### src/rtl/ioctl_upload_server_pkg.sv
// ---------------------------------------------------------------------------
// ioctl_pkg
//   Shared types and constants for the HPS upload (core-to-HPS) server.
//   - state_t     : sequencing FSM of the server (IDLE -> LO -> HI -> DONE)
//   - bf_state_t  : single-byte fetch engine state
//   - FILL_BYTE   : value returned for out-of-range or timed-out bytes
//   - IDX_*       : well-known ioctl_index values used across the core
// ---------------------------------------------------------------------------
package ioctl_pkg;

    typedef enum logic [1:0] {
        IDLE = 2'd0,
        LO   = 2'd1,
        HI   = 2'd2,
        DONE = 2'd3
    } state_t;

    typedef enum logic [1:0] {
        BF_IDLE = 2'd0,
        BF_REQ  = 2'd1,
        BF_FILL = 2'd2
    } bf_state_t;

    localparam logic [7:0] FILL_BYTE = 8'hFF;

    localparam logic [7:0] IDX_ROM   = 8'd0;
    localparam logic [7:0] IDX_DIP   = 8'd254;
    localparam logic [7:0] IDX_NVRAM = 8'd4;

    // True when a byte address lies at or beyond the populated part of the
    // memory. Both operands are zero-extended by the caller.
    function automatic logic past_end(input logic [31:0] addr, input logic [31:0] size);
        return addr >= size;
    endfunction

endpackage

### src/rtl/ioctl_upload_server_if.sv
// ---------------------------------------------------------------------------
// ioctl_upload_server_if
//   Bundles the hps_io upload signals and the byte-wide memory read port.
//
//   Handshakes:
//     HPS side : ioctl_rd is a one-cycle strobe; the server raises ioctl_wait
//                the following cycle and holds it until ioctl_din is valid.
//                The HPS does not issue another strobe while ioctl_wait is high.
//     Memory   : mem_req (with mem_addr) is held high until the memory returns
//                a one-cycle mem_ack; mem_data is valid in the ack cycle. The
//                server drops mem_req in the cycle after the ack, or after a
//                timeout with no ack.
//
//   Modports:
//     slave  : the upload server
//     master : the surrounding system (hps_io plus memory owner)
// ---------------------------------------------------------------------------
interface ioctl_upload_server_if #(
    parameter int AW = 10
);
    logic          ioctl_upload;
    logic [7:0]    ioctl_index;
    logic          ioctl_rd;
    logic [26:0]   ioctl_addr;
    logic [15:0]   ioctl_din;
    logic          ioctl_wait;

    logic [AW-1:0] mem_addr;
    logic          mem_req;
    logic          mem_ack;
    logic [7:0]    mem_data;

    modport slave (
        input  ioctl_upload,
        input  ioctl_index,
        input  ioctl_rd,
        input  ioctl_addr,
        output ioctl_din,
        output ioctl_wait,
        output mem_addr,
        output mem_req,
        input  mem_ack,
        input  mem_data
    );

    modport master (
        output ioctl_upload,
        output ioctl_index,
        output ioctl_rd,
        output ioctl_addr,
        input  ioctl_din,
        input  ioctl_wait,
        input  mem_addr,
        input  mem_req,
        output mem_ack,
        output mem_data
    );

endinterface

### src/rtl/ioctl_upload_server_byte_fetch.sv
// ---------------------------------------------------------------------------
// byte_fetch
//   Fetches one byte from the memory read port. A start pulse with an address
//   either launches a req/ack handshake or, when the address is flagged out of
//   range, produces FILL_BYTE one cycle later without touching the memory.
//   A request that sees no ack within TIMEOUT request cycles is abandoned and
//   also yields FILL_BYTE.
//
//   Ports:
//     clk_sys, reset_n  clock, async active-low reset
//     start             one-cycle launch strobe (ignored unless idle)
//     addr              byte address to fetch
//     oor               address is out of range: fill, no memory access
//     done              one-cycle completion strobe, byte_out valid with it
//     byte_out          fetched byte or FILL_BYTE
//     mem_addr/mem_req  memory request (registered)
//     mem_ack/mem_data  memory response
//     dbg_state         current engine state
// ---------------------------------------------------------------------------
module byte_fetch
    import ioctl_pkg::*;
#(
    parameter int AW      = 10,
    parameter int TIMEOUT = 255
) (
    input  logic          clk_sys,
    input  logic          reset_n,
    input  logic          start,
    input  logic [AW-1:0] addr,
    input  logic          oor,
    output logic          done,
    output logic [7:0]    byte_out,
    output logic [AW-1:0] mem_addr,
    output logic          mem_req,
    input  logic          mem_ack,
    input  logic [7:0]    mem_data,
    output bf_state_t     dbg_state
);

    // Counter runs 0..TIMEOUT-1 over the request cycles.
    localparam int CW = (TIMEOUT < 2) ? 1 : $clog2(TIMEOUT);

    bf_state_t     state;
    logic [CW-1:0] cnt;
    logic          timeout_hit;

    assign timeout_hit = (cnt == CW'(TIMEOUT - 1));

    always_ff @(posedge clk_sys or negedge reset_n) begin
        if (!reset_n) begin
            state    <= BF_IDLE;
            mem_req  <= 1'b0;
            mem_addr <= '0;
            cnt      <= '0;
        end else begin
            case (state)
                BF_IDLE: begin
                    if (start) begin
                        cnt <= '0;
                        if (oor) begin
                            state <= BF_FILL;
                        end else begin
                            state    <= BF_REQ;
                            mem_req  <= 1'b1;
                            mem_addr <= addr;
                        end
                    end
                end
                BF_REQ: begin
                    // An ack in the final allowed cycle still wins over the timeout.
                    if (mem_ack || timeout_hit) begin
                        mem_req <= 1'b0;
                        state   <= BF_IDLE;
                    end else begin
                        cnt <= cnt + 1'b1;
                    end
                end
                BF_FILL: state <= BF_IDLE;
                default: state <= BF_IDLE;
            endcase
        end
    end

    // Completion is reported in the ack cycle so the sequencer can capture
    // mem_data directly; acks outside BF_REQ (late acks) are ignored here.
    assign done      = ((state == BF_REQ) && (mem_ack || timeout_hit)) || (state == BF_FILL);
    assign byte_out  = ((state == BF_REQ) && mem_ack) ? mem_data : FILL_BYTE;
    assign dbg_state = state;

endmodule

### src/rtl/ioctl_upload_server.sv
// ---------------------------------------------------------------------------
// ioctl_upload_server
//   Answers HPS upload reads for image INDEX with 16-bit words assembled from
//   a byte-wide on-core memory (hiscore/NVRAM style). Each read fetches the
//   even byte (low) then the odd byte (high) through one byte_fetch engine.
//   Bytes at or beyond SIZE, or requests with address bits above the memory
//   width set, read as FILL_BYTE without a memory access.
//
//   Ports:
//     clk_sys          system clock
//     reset_n          async active-low reset
//     bus (slave)      ioctl_upload/index/rd/addr in, ioctl_din/wait out,
//                      mem_addr/mem_req out, mem_ack/mem_data in
//     busy             high whenever the FSM is not IDLE
//     dbg_state        sequencer state
//     dbg_fetch_state  byte fetch engine state
// ---------------------------------------------------------------------------
module ioctl_upload_server
    import ioctl_pkg::*;
#(
    parameter logic [7:0] INDEX   = 8'd4,
    parameter int         AW      = 10,
    parameter int         SIZE    = 1024,
    parameter int         TIMEOUT = 255
) (
    input  logic                  clk_sys,
    input  logic                  reset_n,
    ioctl_upload_server_if.slave  bus,
    output logic                  busy,
    output state_t                dbg_state,
    output bf_state_t             dbg_fetch_state
);

    state_t        state;
    logic [AW-2:0] base_word;    // word address; byte address = {base_word, lsb}
    logic          hi_nz;        // requested address lies above the memory window
    logic          aborted;      // session ended while a byte was in flight
    logic [7:0]    lo_byte;

    logic          fetch_start;
    logic [AW-1:0] fetch_addr;
    logic          fetch_oor;
    logic          fetch_done;
    logic [7:0]    fetch_byte;
    logic [AW-1:0] fetch_mem_addr;
    logic          fetch_mem_req;

    logic          sel;
    logic [AW-1:0] lo_addr_in;
    logic          hi_nz_in;
    logic [AW-1:0] hi_addr;
    logic          session_lost;
    logic          unused_addr_lsb;

    assign sel          = bus.ioctl_upload && (bus.ioctl_index == INDEX);
    assign lo_addr_in   = {bus.ioctl_addr[AW-1:1], 1'b0};
    assign hi_nz_in     = |bus.ioctl_addr[26:AW];
    // Base is even, so base+1 within AW bits is just the odd byte: no wrap.
    assign hi_addr      = {base_word, 1'b1};
    assign session_lost = aborted || !bus.ioctl_upload;

    // The word address selects both bytes; the byte lane bit is not used.
    assign unused_addr_lsb = bus.ioctl_addr[0];

    always_ff @(posedge clk_sys or negedge reset_n) begin
        if (!reset_n) begin
            state          <= IDLE;
            base_word      <= '0;
            hi_nz          <= 1'b0;
            aborted        <= 1'b0;
            lo_byte        <= 8'h00;
            fetch_start    <= 1'b0;
            fetch_addr     <= '0;
            fetch_oor      <= 1'b0;
            bus.ioctl_din  <= 16'h0000;
            bus.ioctl_wait <= 1'b0;
        end else begin
            fetch_start <= 1'b0;
            case (state)
                IDLE: begin
                    if (bus.ioctl_rd && sel) begin
                        base_word      <= bus.ioctl_addr[AW-1:1];
                        hi_nz          <= hi_nz_in;
                        aborted        <= 1'b0;
                        fetch_start    <= 1'b1;
                        fetch_addr     <= lo_addr_in;
                        fetch_oor      <= hi_nz_in || past_end(32'(lo_addr_in), 32'(SIZE));
                        bus.ioctl_wait <= 1'b1;
                        state          <= LO;
                    end
                end
                LO: begin
                    if (!bus.ioctl_upload) begin
                        aborted <= 1'b1;
                    end
                    if (fetch_done) begin
                        lo_byte <= fetch_byte;
                        if (session_lost) begin
                            bus.ioctl_wait <= 1'b0;
                            state          <= IDLE;
                        end else begin
                            fetch_start <= 1'b1;
                            fetch_addr  <= hi_addr;
                            fetch_oor   <= hi_nz || past_end(32'(hi_addr), 32'(SIZE));
                            state       <= HI;
                        end
                    end
                end
                HI: begin
                    if (!bus.ioctl_upload) begin
                        aborted <= 1'b1;
                    end
                    if (fetch_done) begin
                        bus.ioctl_wait <= 1'b0;
                        if (session_lost) begin
                            // Abandoned read: previous word stays on ioctl_din.
                            state <= IDLE;
                        end else begin
                            bus.ioctl_din <= {fetch_byte, lo_byte};
                            state         <= DONE;
                        end
                    end
                end
                DONE: state <= IDLE;
                default: state <= IDLE;
            endcase
        end
    end

    byte_fetch #(
        .AW      (AW),
        .TIMEOUT (TIMEOUT)
    ) u_fetch (
        .clk_sys   (clk_sys),
        .reset_n   (reset_n),
        .start     (fetch_start),
        .addr      (fetch_addr),
        .oor       (fetch_oor),
        .done      (fetch_done),
        .byte_out  (fetch_byte),
        .mem_addr  (fetch_mem_addr),
        .mem_req   (fetch_mem_req),
        .mem_ack   (bus.mem_ack),
        .mem_data  (bus.mem_data),
        .dbg_state (dbg_fetch_state)
    );

    assign bus.mem_addr = fetch_mem_addr;
    assign bus.mem_req  = fetch_mem_req;
    assign busy         = (state != IDLE);
    assign dbg_state    = state;

endmodule

### src/flat_wrapper.sv
// flat-port wrapper written by rule: the top's interface ports become plain ports
module ioctl_upload_server_flat import ioctl_pkg::*;
#(
    parameter logic [7:0] INDEX   = 8'd4,
    parameter int         AW      = 10,
    parameter int         SIZE    = 1024,
    parameter int         TIMEOUT = 255
)
  (clk_sys, reset_n, busy, dbg_state, dbg_fetch_state, bus_ioctl_upload, bus_ioctl_index, bus_ioctl_rd, bus_ioctl_addr, bus_ioctl_din, bus_ioctl_wait, bus_mem_addr, bus_mem_req, bus_mem_ack, bus_mem_data);
  ioctl_upload_server_if #(.AW(AW)) bus_i ();
  input  logic clk_sys;
  input  logic reset_n;
  output logic busy;
  output state_t dbg_state;
  output bf_state_t dbg_fetch_state;
  input wire logic [$bits(bus_i.ioctl_upload)-1:0] bus_ioctl_upload;
  input wire logic [$bits(bus_i.ioctl_index)-1:0] bus_ioctl_index;
  input wire logic [$bits(bus_i.ioctl_rd)-1:0] bus_ioctl_rd;
  input wire logic [$bits(bus_i.ioctl_addr)-1:0] bus_ioctl_addr;
  output wire logic [$bits(bus_i.ioctl_din)-1:0] bus_ioctl_din;
  output wire logic [$bits(bus_i.ioctl_wait)-1:0] bus_ioctl_wait;
  output wire logic [$bits(bus_i.mem_addr)-1:0] bus_mem_addr;
  output wire logic [$bits(bus_i.mem_req)-1:0] bus_mem_req;
  input wire logic [$bits(bus_i.mem_ack)-1:0] bus_mem_ack;
  input wire logic [$bits(bus_i.mem_data)-1:0] bus_mem_data;
  assign bus_i.ioctl_upload = bus_ioctl_upload;
  assign bus_i.ioctl_index = bus_ioctl_index;
  assign bus_i.ioctl_rd = bus_ioctl_rd;
  assign bus_i.ioctl_addr = bus_ioctl_addr;
  assign bus_ioctl_din = bus_i.ioctl_din;
  assign bus_ioctl_wait = bus_i.ioctl_wait;
  assign bus_mem_addr = bus_i.mem_addr;
  assign bus_mem_req = bus_i.mem_req;
  assign bus_i.mem_ack = bus_mem_ack;
  assign bus_i.mem_data = bus_mem_data;
  ioctl_upload_server #(.INDEX(INDEX), .AW(AW), .SIZE(SIZE), .TIMEOUT(TIMEOUT)) u_core (.clk_sys(clk_sys), .reset_n(reset_n), .bus(bus_i), .busy(busy), .dbg_state(dbg_state), .dbg_fetch_state(dbg_fetch_state));
endmodule
### config.mk
export PLATFORM = sky130hd
export DESIGN_NAME = ioctl_upload_server_flat
export DESIGN_NICKNAME = d
export VERILOG_FILES = /design/src/rtl/ioctl_upload_server_pkg.sv /design/src/rtl/ioctl_upload_server_if.sv /design/src/rtl/ioctl_upload_server_byte_fetch.sv /design/src/rtl/ioctl_upload_server.sv /design/src/flat_wrapper.sv
export SDC_FILE = /design/constraint.sdc
export NUM_CORES = 1
export LEC_CHECK = 0
export BUFFER_PORTS_ARGS = -buffer_cell sky130_fd_sc_hd__buf_4
export CAP_MARGIN = 10
export CORE_AREA = 2 2 101 64
export CTS_CLUSTER_SIZE = 8
export DETAILED_ROUTE_END_ITERATION = 12
export DIE_AREA = 0 0 103 66
export PLACE_DENSITY = 0.84
export SETUP_SLACK_MARGIN = 0.15
export SLEW_MARGIN = 20
export SYNTH_ARGS = -nofsm -noshare
export SYNTH_HDL_FRONTEND = slang
export SYNTH_SLANG_ARGS = --single-unit
### constraint.sdc
create_clock -name clk_sys -period 3.56 [get_ports clk_sys]
set_input_delay 0.712 -clock clk_sys [delete_from_list [all_inputs] [get_ports clk_sys]]
set_output_delay 0.712 -clock clk_sys [all_outputs]
set_load 0.1 [all_outputs]
==> results.toml <==
[run_status]
status = "completed"

[clock_network]
clk_pin_slew_ps = 70
ctsResizeCount = 0
cts_tree = "done"
root_buffer = "clkbuf_8"
cts_sinks = 71
postCtsSetupRepairBufs = 0
hold_buffers = 0
clock_path_buffers = 2
numCtsBuffers = 9
ctsHtreeMaxLevel = 3
clock_latency_ps = 340

[grt]
overflow = 0
grt_pass1_vias = 2258
antenna_found_initial = 0
grt_first_pass_wirelength_mm = 11.0
track_usage_pct = 21.8
grt_start_max_net_pins = 72

[hold_path]
hold_path_class = "in2async"

[critical_path]
critPathMaxFanout = 20
worstSetupEndpointType = "flip-flop"
start_kind = "flip-flop"
path_class = "reg2reg"
worst-endpoint-required_ps = 3830
critPathArrivalTime_ps = 2880

[synth]
synth_fa_ha_area_share_pct = 2.32
syn_inst = 252
synthFlopType = "dfrtp_1"
synth-compound-area-share_pct = 7.89
synth_area_sq_mm = 0.00323
ys_seq_area_share_pct = 55.0
syn_nets = 306
synthSimpleGateAreaFrac_pct = 11.1
syn_area_per_cell_sq_um = 12.8
ys_ff_latch = 71
synth_edf_count = 0
synth_warnings = 0
synth-xor-area-share_pct = 1.35
synthDominantCellAreaShare_pct = 55.0
synth_top_family_by_area = "multiplexers"
synth_cell_types = 42
yosysTopAreaCell = "dfrtp_1"
synthTopCellsByArea = "dfrtp_1 (55%), mux2_2 (12%), mux2_4 (4.6%)"
async_reset_ff_share_pct = 100
muxShareOfSynthArea_pct = 19.9

[routing]
dr_total_vias = 2231
routedWlPerCell_microns = 15.9
drt_iter0_markers = 57
vias_per_cell = 5.26
wirelength_mm = 6.72
drc = 0
dr.pass1.iters = 4
antenna_left = 0

[die]
rows = 22
core_sq_mm = 0.00589
ios = 81
die_y_microns = 66
dieArea_sq_mm = 0.00680
die_w_microns = 103
start_util_pct = 54.9

[timing]
finalHoldViolCount = 0
rsz0062_at_grt = "no"
setup_viol = 0
worst_slew_pin_slew_ps = 896
whs_ps = 469
maxSlewHeadroom_pct = 39.9
fin_crit_sh_pct = 73.5
final.setup_skew_ps = 7.53
fin_setup_tns_ps = 0
fmax_ghz = 0.382
post-route-min-period_ps = 2620
maxSlewViolCount = 0

[pwr]
ir_worst_vdd_mv = 0.325
power_leakage_nw = 2.10
power_density_mw_per_mm2 = 516

[layout]
antennaDiodeCount = 0
fillers = 434
final_cell_mix = "buf_4 (81), dfrtp_1 (71), mux2_2 (35)"
drive_above_1_share_pct = 47.4
area_growth_pct = 28.4
final_common_cell = "buf_4"
final_nets = 389

[placed_design]
dp_hpwl_mm = 4.76
place_congestion = 0.787
portBuffers = 79

[flow_run]
maxCapViolCount = 0
-- registers in the layout (all words and copies together), names as in the netlist --
signal / flops
u_core.bus.ioctl_din: 16
u_core.fetch_addr: 10
u_core.u_fetch.mem_addr: 10
u_core.base_word: 9
u_core.lo_byte: 8
u_core.u_fetch.cnt: 8
u_core.dbg_state: 2
u_core.u_fetch.dbg_state: 2
u_core.aborted: 1
u_core.bus.ioctl_wait: 1
u_core.fetch_oor: 1
u_core.fetch_start: 1
u_core.hi_nz: 1
u_core.u_fetch.mem_req: 1
-- stage by stage --
step                instances  util, %  setup WS (ps)  total power, W  cell area, sq um
finish                    424     70.5            944         0.00214              4150
global placement          408     66.1           1110         0.00134              3890
CTS                       424     70.5            969         0.00215              4150
floorplan                 252        -            650         0.00122              3230
detailed placement        408     66.1           1040         0.00135              3890
global route              424     70.5            716         0.00224              4150
-- power by group --
group / total [W] / internal, W / leakage [nW] / switching (W)
clock: 0.000799 / 0.000504 / 0.130 / 0.000296
sequential: 0.000885 / 0.000853 / 0.950 / 0.0000322
combinational: 0.000456 / 0.000156 / 1.02 / 0.000299
-- layer usage --
metal  track usage [%]  share of wire (%)
met1              30.3                 47
met2              32.5                 45
met3              8.77                6.9
met4              4.44                1.1
met5                 0                  0
-- cell type report --
cell class              instances  area (sq um)  area share (%)
flip-flops and latches         71          1780            42.8
multi-input cells             168          1390            33.5
repair buffers                 81           608            14.7
clock buffers                  11           151            3.65
well taps                      84           105            2.53
clock inverters                 5           104            2.50
inverters                       4          15.0           0.362
-- path summary, 6_finish.rpt --
path                                          start                      end  slack (ps)  depth (start not counted)
max in group asynchronous                   reset_n    u_core.u_fetch.cnt[4]        2520                          1
worst max-delay path            u_core.dbg_state[1]     u_core.fetch_addr[1]         940                          8
worst max register to register  u_core.dbg_state[1]     u_core.fetch_addr[1]         940                          8
min in group clk_sys              u_core.lo_byte[3]  u_core.bus.ioctl_din[3]         510                          1
worst min register to register    u_core.lo_byte[3]  u_core.bus.ioctl_din[3]         510                          1
worst min-delay path                        reset_n    u_core.bus.ioctl_wait         470                          1
-- logic make-up (layout without fill, tap and decap cells) --
kind of cell | count (synthesis) | count (layout)
simple gates | 66 | 66
xor+xnor | 5 | 5
flops | 71 | 71
fa+ha+maj | 6 | 6
compound gates | 36 | 36
mux | 55 | 55
buf+inv | 13 | 101
-- cells in the mapped netlist, drive strengths merged (2+ instances only) --
cell type / n
nor3: 2
dfrtp: 71
nor4: 3
nand2: 9
o21ai: 9
and3: 2
nor2: 24
nand3: 2
xor2: 5
o31ai: 2
a21oi: 13
mux2i: 10
or2: 9
clkbuf: 2
mux2: 45
o41ai: 2
buf: 7
ha: 6
inv: 4
nand4: 2
a211oi: 3
o21bai: 2
nor2b: 3
nand2b: 3
-- critical path: stages, from the launching register on --
cell	delay [ps]
dfrtp_1	430
inv_1	100
ha_1	710
and3b_1	370
o21ai_0	180
o32ai_2	270
buf_4	270
nor2_1	70
a21oi_1	130
Note: power is estimated with default switching activity, not from simulation.
